==> config.mk <==
export PLATFORM = sky130hd
export DESIGN_NAME = bcd_disp_mux
export DESIGN_NICKNAME = d
export VERILOG_FILES = /design/src/rtl/bcd_disp_mux_pkg.sv /design/src/rtl/bcd_disp_mux_bcd_to_7seg.sv /design/src/rtl/bcd_disp_mux.sv
export SDC_FILE = /design/constraint.sdc
export NUM_CORES = 1
export LEC_CHECK = 0
export BUFFER_PORTS_ARGS = -buffer_cell sky130_fd_sc_hd__buf_4
export CAP_MARGIN = 20
export CORE_MARGIN = 4
export CORE_UTILIZATION = 60
export DETAILED_ROUTE_END_ITERATION = 8
export GPL_TIMING_DRIVEN = 0
export HOLD_SLACK_MARGIN = 0.02
export PLACE_DENSITY_LB_ADDON = 0.1
export SYNTH_ARGS = -nofsm -noshare
export SYNTH_HDL_FRONTEND = slang
export SYNTH_SLANG_ARGS = --single-unit
==> constraint.sdc <==
create_clock -name clk -period 3.47 [get_ports clk]
set_clock_uncertainty 0.05 [all_clocks]
set_input_delay 0.694 -clock clk [delete_from_list [all_inputs] [get_ports clk]]
set_output_delay 0.694 -clock clk [all_outputs]
set_load 0.03 [all_outputs]
==> src/rtl/bcd_disp_mux_pkg.sv <==
// ---------------------------------------------------------------------------
// bcd_disp_mux_pkg
// Shared definitions for the stopwatch display path:
//   - active-low 7-segment patterns {g,f,e,d,c,b,a} for 0..9, dash and off
//   - scan slot codes (which digit is being driven)
//   - counter run/idle encoding, shared with the BCD counter
// ---------------------------------------------------------------------------
package bcd_disp_mux_pkg;

    localparam logic [6:0] SEG_0    = 7'h40;
    localparam logic [6:0] SEG_1    = 7'h79;
    localparam logic [6:0] SEG_2    = 7'h24;
    localparam logic [6:0] SEG_3    = 7'h30;
    localparam logic [6:0] SEG_4    = 7'h19;
    localparam logic [6:0] SEG_5    = 7'h12;
    localparam logic [6:0] SEG_6    = 7'h02;
    localparam logic [6:0] SEG_7    = 7'h78;
    localparam logic [6:0] SEG_8    = 7'h00;
    localparam logic [6:0] SEG_9    = 7'h10;
    localparam logic [6:0] SEG_DASH = 7'h3F;
    localparam logic [6:0] SEG_OFF  = 7'h7F;

    typedef enum logic [1:0] {
        SLOT_ONES     = 2'd0,
        SLOT_TENS     = 2'd1,
        SLOT_HUNDREDS = 2'd2
    } slot_e;

    typedef enum logic {
        ST_IDLE = 1'b0,
        ST_RUN  = 1'b1
    } cnt_state_e;

endpackage

==> src/rtl/bcd_disp_mux_bcd_to_7seg.sv <==
// ---------------------------------------------------------------------------
// bcd_to_7seg
// Combinational BCD to active-low 7-segment decoder. Non-BCD codes (10..15)
// show a dash so a corrupted counter value is visible rather than silent.
//   bcd : 4-bit digit in
//   seg : {g,f,e,d,c,b,a}, active-low
// ---------------------------------------------------------------------------
module bcd_to_7seg
    import bcd_disp_mux_pkg::*;
(
    input  logic [3:0] bcd,
    output logic [6:0] seg
);

    always_comb begin
        seg = SEG_DASH;
        case (bcd)
            4'd0: seg = SEG_0;
            4'd1: seg = SEG_1;
            4'd2: seg = SEG_2;
            4'd3: seg = SEG_3;
            4'd4: seg = SEG_4;
            4'd5: seg = SEG_5;
            4'd6: seg = SEG_6;
            4'd7: seg = SEG_7;
            4'd8: seg = SEG_8;
            4'd9: seg = SEG_9;
            default: seg = SEG_DASH;
        endcase
    end

endmodule

==> src/rtl/bcd_disp_mux.sv <==
// ---------------------------------------------------------------------------
// bcd_disp_mux
// Time-multiplexes the three stopwatch digits onto one common-anode
// 7-segment bus. Digits and run state are snapshotted once per scan frame
// so a count update never tears across slots. Optional leading-zero
// blanking, a fixed decimal point and blink-while-idle.
//
// Ports
//   clk      : system clock, rising edge
//   ar       : asynchronous reset, active-low
//   dig1..3  : BCD ones / tens / hundreds from the counter
//   state    : counter state, 0 = IDLE, 1 = RUN
//   blank_lz : 1 = suppress leading zeros (used live, not snapshotted)
//   seg      : segments {g,f,e,d,c,b,a}, active-low, registered
//   an       : digit enables {dig3,dig2,dig1}, active-low one-hot, registered
//   dp       : decimal point, active-low, registered
//   frame    : one-cycle pulse, first cycle of each new frame
// ---------------------------------------------------------------------------
module bcd_disp_mux
    import bcd_disp_mux_pkg::*;
#(
    parameter int PRESCALE     = 1000,  // clk cycles per digit slot, 1..65535
    parameter int BLINK_FRAMES = 64,    // blink period in frames, even, >= 2
    parameter int DP_POS       = 1      // 0/1/2 = slot with dp lit, 3 = none
) (
    input  logic       clk,
    input  logic       ar,
    input  logic [3:0] dig1,
    input  logic [3:0] dig2,
    input  logic [3:0] dig3,
    input  logic       state,
    input  logic       blank_lz,
    output logic [6:0] seg,
    output logic [2:0] an,
    output logic       dp,
    output logic       frame
);

    localparam logic [15:0] PS_MAX = 16'(PRESCALE - 1);
    localparam int          BW     = $clog2(BLINK_FRAMES);
    localparam logic [BW-1:0] B_MAX  = BW'(BLINK_FRAMES - 1);
    localparam logic [BW-1:0] B_HALF = BW'(BLINK_FRAMES / 2);
    localparam logic [1:0]  DP_SLOT = 2'(DP_POS);

    logic [15:0]     pcnt;
    slot_e           idx;
    logic [BW-1:0]   bcnt;
    logic [3:0]      snap1, snap2, snap3;
    cnt_state_e      snap_st;

    logic            tick;
    logic            frame_tick;
    logic [3:0]      cur_dig;
    logic [6:0]      cur_seg;
    logic            blank;
    logic            dark;
    logic [2:0]      an_nxt;

    assign tick       = (pcnt == PS_MAX);
    assign frame_tick = tick && (idx == SLOT_HUNDREDS);

    // Prescaler and scan index
    always_ff @(posedge clk or negedge ar) begin
        if (!ar) begin
            pcnt <= '0;
            idx  <= SLOT_ONES;
        end else if (tick) begin
            pcnt <= '0;
            case (idx)
                SLOT_ONES: idx <= SLOT_TENS;
                SLOT_TENS: idx <= SLOT_HUNDREDS;
                default:   idx <= SLOT_ONES;
            endcase
        end else begin
            pcnt <= pcnt + 16'd1;
        end
    end

    // Frame snapshot and blink counter. The counter is forced to 0 while the
    // outgoing or incoming frame is RUN, so the first idle frame after RUN
    // starts at 0 and always opens with a lit half-period.
    always_ff @(posedge clk or negedge ar) begin
        if (!ar) begin
            snap1   <= '0;
            snap2   <= '0;
            snap3   <= '0;
            snap_st <= ST_IDLE;
            bcnt    <= '0;
        end else if (frame_tick) begin
            snap1   <= dig1;
            snap2   <= dig2;
            snap3   <= dig3;
            snap_st <= cnt_state_e'(state);
            if (snap_st == ST_RUN || cnt_state_e'(state) == ST_RUN)
                bcnt <= '0;
            else if (bcnt == B_MAX)
                bcnt <= '0;
            else
                bcnt <= bcnt + 1'b1;
        end
    end

    // Digit select from the snapshot, then a single shared decoder
    always_comb begin
        cur_dig = snap1;
        an_nxt  = 3'b110;
        case (idx)
            SLOT_ONES:     begin cur_dig = snap1; an_nxt = 3'b110; end
            SLOT_TENS:     begin cur_dig = snap2; an_nxt = 3'b101; end
            SLOT_HUNDREDS: begin cur_dig = snap3; an_nxt = 3'b011; end
            default:       begin cur_dig = snap1; an_nxt = 3'b111; end
        endcase
    end

    bcd_to_7seg u_dec (
        .bcd (cur_dig),
        .seg (cur_seg)
    );

    always_comb begin
        blank = 1'b0;
        if (blank_lz) begin
            if (idx == SLOT_HUNDREDS && snap3 == 4'd0)
                blank = 1'b1;
            else if (idx == SLOT_TENS && snap3 == 4'd0 && snap2 == 4'd0)
                blank = 1'b1;
        end
    end

    assign dark = (snap_st == ST_IDLE) && (bcnt >= B_HALF);

    // Registered outputs. In the tick cycle all anodes go dark for one
    // cycle so the old segment pattern never ghosts onto the next digit.
    always_ff @(posedge clk or negedge ar) begin
        if (!ar) begin
            seg   <= SEG_OFF;
            an    <= 3'b111;
            dp    <= 1'b1;
            frame <= 1'b0;
        end else begin
            frame <= frame_tick;
            an    <= tick ? 3'b111 : an_nxt;
            seg   <= (dark || blank) ? SEG_OFF : cur_seg;
            dp    <= !((2'(idx) == DP_SLOT) && !dark);
        end
    end

endmodule

==> results of run 1 <==
registers in the layout, summed over array words and instances (netlist names):
signal	flops
an	3
snap3	4
dp	1
pcnt	16
bcnt	6
snap2	4
snap1	4
frame	1
idx	2
seg	7
snap_st	1
routing by layer:
metal | track usage (%) | part of all wire, % | vias to the layer above
li1 | - | - | 850
met1 | 27.4 | 49 | 818
met2 | 27.8 | 44 | 44
met3 | 4.97 | 5.3 | 5
met4 | 7.52 | 1.8 | 0
met5 | 0 | 0 | -
cells in the mapped netlist, types with 4 or more instances:
cell type  instances
and3_1             6
xnor2_1            4
mux2_2            12
inv_1             10
ha_1              11
nand4_1            6
a22oi_1            5
clkbuf_1           5
xor2_1             9
nor2_1            15
dfrtp_1           38
o21ai_0           15
nor3_1             5
nand3_1           13
a21oi_1            6
dfstp_2           11
nand2_1           16
logic make-up after synthesis:
group	count (synthesis)	synth area share [%]
AOI/OAI and AO/OA	37	9.60
xor gates and xnor gates	13	4.77
adders and majority gates	11	5.77
buffers and inverters	17	3.04
DFF	49	52.0
muxes	12	5.67
and+or+nand+nor	81	19.2
worst reg2reg max path: cells and delay by family (launching register included):
family,cells,cell delay (ns)
AO/OA/AOI/OAI,2,0.77
adder cells (fa/ha/maj),2,0.66
buffers and inverters,3,0.52
flip-flops,1,0.38
AND/OR/NAND/NOR,2,0.18
area by class of cell:
type / count / area, um2
fillers: 290 / 980
clock inverters: 1 / 30.0
well taps: 48 / 60.1
repair buffers: 27 / 203
plain buffers: 7 / 35.0
inverters: 10 / 37.5
flip-flops and latches: 49 / 1240
clock buffers: 7 / 86.3
multi-input cells: 154 / 1070
report_power, final:
group / total (W) / switching (W) / internal (W)
registers: 0.000598 / 0.00000787 / 0.000590
logic: 0.0000815 / 0.0000470 / 0.0000345
clock network: 0.000420 / 0.000185 / 0.000235
total: 0.00110 / 0.000240 / 0.000860
per-stage QoR:
step	instances	total power, W	hold WS, ns	util, %
after floorplan	220	0.000649	0.348	-
after global placement	295	0.000689	0.392	70.7
after detailed placement	295	0.000691	0.405	70.7
after CTS	303	0.00110	0.359	73.8
after global routing	303	0.00114	0.373	73.8
final	303	0.00110	0.329	73.8
cells in the final DEF (no fill, tap or decap), types with 9 or more instances in the layout:
master,instances
mux2_2,12
nand3_1,13
xor2_1,9
o21ai_0,15
buf_4,27
ha_1,11
dfrtp_1,38
inv_1,10
nor2_1,15
nand2_1,16
dfstp_2,11
how the worst max path moves through the flow:
stage	from	to	slack (ns)	depth (start not counted)
finish	idx[0]$_DFFE_PN0N_	seg[3]$_DFF_PN1_	0.86	9
global route	idx[0]$_DFFE_PN0N_	seg[3]$_DFF_PN1_	0.71	9
global placement	idx[0]$_DFFE_PN0N_	seg[3]$_DFF_PN1_	0.99	9
detailed placement	idx[0]$_DFFE_PN0N_	seg[3]$_DFF_PN1_	0.93	9
CTS	idx[0]$_DFFE_PN0N_	seg[3]$_DFF_PN1_	0.90	9
floorplan	idx[0]$_DFFE_PN0N_	seg[3]$_DFF_PN1_	1.27	9
==> run summary, run 1 <==
Least-Margin Pin Slew: 0.730 ns
Clk pin slew, worst setup/hold paths: 0.09 ns
Fin crit period: 2.61 ns
Die H: 71.0 um
Largest cells by area after synthesis: dfrtp_1 40%, dfstp_2 12%, ha_1 5.8%
Top cell type by total area after synthesis: dfrtp_1
Pwr dens: 398 nW/um2
Reg2Reg Setup Slack: 0.86 ns
Post-synth EDFFs: 0
Sequential cell area fraction in the yosys report: 52.0%
Final Hold Violating Endpoints: 0
Crit path capture type: register
Setup violators final: 0
Largest stage delay, worst path: 0.58 ns
Full die area: 5050 um2
Status: finished, final reports clean
FF-to-FF Start: idx[0]$_DFFE_PN0N_
Setup WS pre-CTS: 0.931 ns
Setup CP Type: reg2reg
CP max FO: 11
Pre-antenna DRT Iters: 4
Placed cell areas: 2650 um2
Area share of the largest cell type after synthesis: 39.9%
Slew Limit Fails: 0
Antenna Cells: 0
Worst hold path class: in2async
Cell family with most CP delay: compound AO/OA/AOI/OAI gates
Detailed placer's ending HPWL: 3110 um
Setup TNS Final: 0 ns
Final Cell Area: 2760 um2
Pin count of the biggest net entering global routing: 50
CP startpoint kind: register
PostCTS Resize Cnt: 0
Reg2Reg Capture Point: seg[3]$_DFF_PN1_
DRT antenna net count: 0
Crit-path slowest cell: a21oi_1
Worst setup margin: 0.862 ns
Worst path bufs/invs: 3
Layout cell share with drive strength beyond 1: 25.1%
Critical-path cell list: inv_1, ha_1, clkbuf_1, nor2_1, a21oi_1, inv_1, ha_1, a21o_1, nand4_1
Worst skew pair latency: 0.31 ns
Leak: 1.28 nW
1st-iter DRT viols: 113
Syn Inst Count: 220
R2R depth: 9
Vias per inst: 5.67
PortBufs: 27
First-pass GRT wire length: 7470 um
Max VDD drop: 0.233 mV
GRT Total Usage: 19.1%
Clock buffer depth: 2
Max Fclk: 383 MHz
RSZ-0062 raised after global routing: false
Synth Register Bits: 49
Critical path data arrival time: 2.80 ns
Total core area: 3740 um2
Die width: 71.0 um
Final WL: 4420 um
Syn Area/Cell: 10.8 um2
WP data required: 3.66 ns
Placer Congestion: 0.792
Max cap viols: 0
Hold buffers post-CTS: 0
P&R area growth vs syn: 15.9%
IO Count: 28
Max H-tree Level: 2
Worst slew margin: 51.3%
Root buffer cell: clkbuf_8
Residual DRC: 0
Num rows: 22
Num CTS Buffers: 5
Fin crit share: 75.2%
YS warnings: 0
Post-layout nets: 281
Clk sinks: 49
Routed wire length per instance: 14.6 um
Cell Area, Synth: 2380 um2
Number of global-route vias before repair: 1599
Initial antenna violation count: 0
CTS tree: done
Post-synth cell types: 40
Prevailing post-synth register cell: dfrtp_1
Syn_nets: 247
Overflow after GRT: 0
Async set or reset register ratio after synthesis: 100%
# Post-CTS Setup Buffers: 0
Via count: 1717
Initial core utilization: 63.7%
Power figures use the tool's default switching activity.
==> run 2: changes to the inputs <==
--- a/config.mk
+++ b/config.mk
@@ -8,7 +8,7 @@
 export BUFFER_PORTS_ARGS = -buffer_cell sky130_fd_sc_hd__buf_4
 export CAP_MARGIN = 20
 export CORE_MARGIN = 4
-export CORE_UTILIZATION = 60
+export CORE_UTILIZATION = 57
 export DETAILED_ROUTE_END_ITERATION = 8
 export GPL_TIMING_DRIVEN = 0
 export HOLD_SLACK_MARGIN = 0.02
==> constraint.sdc (replaced) <==
create_clock -name clk -period 2.6 [get_ports clk]
set_clock_uncertainty 0.05 [all_clocks]
set_input_delay 0.52 -clock clk [delete_from_list [all_inputs] [get_ports clk]]
set_output_delay 0.52 -clock clk [all_outputs]
set_load 0.03 [all_outputs]
==> run 2 against run 1 <==
Against the previous run:
- critical path depth is 1 lower
- via count is 1.7% lower
- maximum frequency rose by 18%
- critical path type unchanged
- first-iteration DRC count down 27%
==> run summary, run 2 (synthesized netlist as in run 1, its figures left out) <==
Status: finished, final reports clean
Least-Margin Pin Slew: 0.584 ns (-0.146 ns)
Root buffer cell: clkbuf_8
First-pass GRT wire length: 7200 um (-3.7%)
Fin crit share: 84.7% (+9.6 points)
Total core area: 4030 um2 (+7.6%)
Num CTS Buffers: 5 (unchanged)
Max VDD drop: 0.315 mV (+35%)
CTS tree: done
Vias per inst: 5.55 (-2.1%)
IO Count: 28 (unchanged)
Pwr dens: 491 nW/um2 (+23%)
Sw frac: 22.1% (+0.29 points)
Max H-tree Level: 2 (unchanged)
Antenna Cells: 0 (unchanged)
1st-iter DRT viols: 82 (-27%)
Final WL: 4190 um (-5.3%)
Crit path capture type: register
Initial core utilization: 59.2% (-4.5 points)
Clk sinks: 49 (unchanged)
# Post-CTS Setup Buffers: 0 (unchanged)
Overflow after GRT: 0 (unchanged)
Worst hold path class: in2async
Worst skew pair latency: 0.30 ns (about the same)
Largest stage delay, worst path: 0.50 ns (-0.08 ns)
Slew Limit Fails: 0 (unchanged)
Layout cell share with drive strength beyond 1: 25.6% (+0.49 points)
DRT antenna net count: 0 (unchanged)
Fin crit period: 2.20 ns (-0.405 ns)
NetSw: 0.000298 W (+24%)
Internal: 0.00105 W (+22%)
Die width: 72.7 um (+2.3%)
Placer Congestion: 0.752 (-5.0%)
Critical path data arrival time: 2.39 ns (-0.41 ns)
Clock network power share: 32.8% (-5.4 points)
Setup violators final: 0 (unchanged)
Combinational fraction of design power: 8.0% (+0.6 points)
Num rows: 23 (+4.5%)
CP startpoint kind: register
CP max FO: 10 (-1)
Leak: 1.27 nW (-0.90%)
Multi-input logic area: 1090 um2 (+1.4%)
WP data required: 2.78 ns (-0.88 ns)
Reg2Reg Setup Slack: 0.40 ns (-0.47 ns)
FF-to-FF Start: idx[0]$_DFFE_PN0N_
Max cap viols: 0 (unchanged)
Most frequent cells in the layout: 38 x dfrtp_1, 27 x buf_4, 16 x nand2_1
Clock buffer depth: 2 (unchanged)
Pin count of the biggest net entering global routing: 50 (unchanged)
# fillers: 325 (+12%)
Finished Layout Cells: 304 (+0.33%)
Hold buffers post-CTS: 0 (unchanged)
Clk pin slew, worst setup/hold paths: 0.08 ns (about the same)
Worst slew margin: 61.1% (+9.7 points)
Setup TNS Final: 0 ns (unchanged)
Max reg flops: 16 (unchanged)
Placed cell areas: 2650 um2 (about the same)
Number of global-route vias before repair: 1557 (-2.6%)
Most common cell after layout, fill and taps aside: dfrtp_1
Register cell area after layout: 1240 um2 (unchanged)
RSZ-0062 raised after global routing: false
Full die area: 5280 um2 (+4.7%)
GRT Total Usage: 17.6% (-1.5 points)
Initial antenna violation count: 0 (unchanged)
Top flop regs: pcnt: 16 flops, seg: 7 flops, bcnt: 6 flops
Most flops, register: pcnt
Final Cell Area: 2750 um2 (-0.45%)
Worst hold slack: 0.171 ns (-0.158 ns)
Die H: 72.7 um (+2.3%)
Residual DRC: 0 (unchanged)
Dpl cells: 297 (+0.68%)
Detailed placer's ending HPWL: 3020 um (-2.9%)
Crit-path slowest cell: or4b_1
PortBufs: 27 (unchanged)
Critical-path cell list: inv_1, ha_1, buf_2, nor4b_2, nand4_2, buf_6, or4b_1, nand2_1
Final Hold Violating Endpoints: 0 (unchanged)
Worst setup startpoint: idx[0]$_DFFE_PN0N_
Post-layout nets: 280 (-0.36%)
Pre-antenna DRT Iters: 4 (unchanged)
Setup CP Type: reg2reg
Reg power frac: 59.1% (+4.7 points)
Max Fclk: 454 MHz (+18%)
PostCTS Resize Cnt: 0 (unchanged)
P&R area growth vs syn: 15.4%
Routed wire length per instance: 13.8 um (-5.6%)
Via count: 1687 (-1.7%)
Total power: 0.00135 W (+23%)
-- run 2: cell count changes in the layout (fill, tap and decap cells not counted) --
| cell | previous run | this run |
|---|---|---|
| a21oi_2 | 0 | 1 |
| a21oi_1 | 6 | 4 |
| bufinv_16 | 1 | 0 |
| a21oi_4 | 0 | 1 |
-- run 2: final timing paths --
| kind | to | cells after the start |
|---|---|---|
| setup / recovery | bcnt[4]$_DFFE_PN0P_ | 8 |
| hold / removal | pcnt[14]$_DFF_PN0_ | 1 |
| setup reg to reg | bcnt[4]$_DFFE_PN0P_ | 8 |
| hold reg to reg | pcnt[0]$_DFF_PN0_ | 1 |
| max in group asynchronous | pcnt[2]$_DFF_PN0_ | 1 |
| min in group clk | snap3[3]$_DFFE_PN0P_ | 2 |
-- run 2: cell type report --
class                           instances  area share [%]
Tap cell                               50            2.27
Inverter                               10            1.36
Multi-Input combinational cell        154            39.5
Timing Repair Buffer                   27            7.37
Clock buffer                            8            3.27
Buffer                                  6            1.14
Sequential cell                        49            45.1
-- run 2: per-layer routing --
layer / track usage, % / up-vias / wire length, um
li1: - / 844 / -
met1: 26.5 / 805 / 2080
met2: 24.7 / 30 / 1860
met3: 3.44 / 8 / 161
met4: 7.38 / 0 / 81
met5: 0 / - / 0
-- run 2: per-stage QoR --
stage	utilization [%]	worst slack [ns]
after CTS	68.0	0.00416
after floorplan	-	0.396
after global placement	65.8	0.0829
after global routing	68.3	0.175
final	68.3	0.397
after detailed placement	65.8	0.0332
-- run 2: critical path: cells and delay by family (launching register included) --
family	cells	cell delay, ns
adders and majority gates	1	0.16
buffers and inverters	3	0.54
DFF	1	0.41
and+or+nand+nor	4	0.98
-- run 2: power groups by stage --
stage | clock, W | combinational [W] | sequential, W
final | 0.000443 | 0.000108 | 0.000798
after global routing | 0.000492 | 0.000120 | 0.000801
after CTS | 0.000462 | 0.000109 | 0.000798
after detailed placement | 0 | 0.000108 | 0.000813
after global placement | 0 | 0.000107 | 0.000812
after floorplan | 0 | 0.0000366 | 0.000830
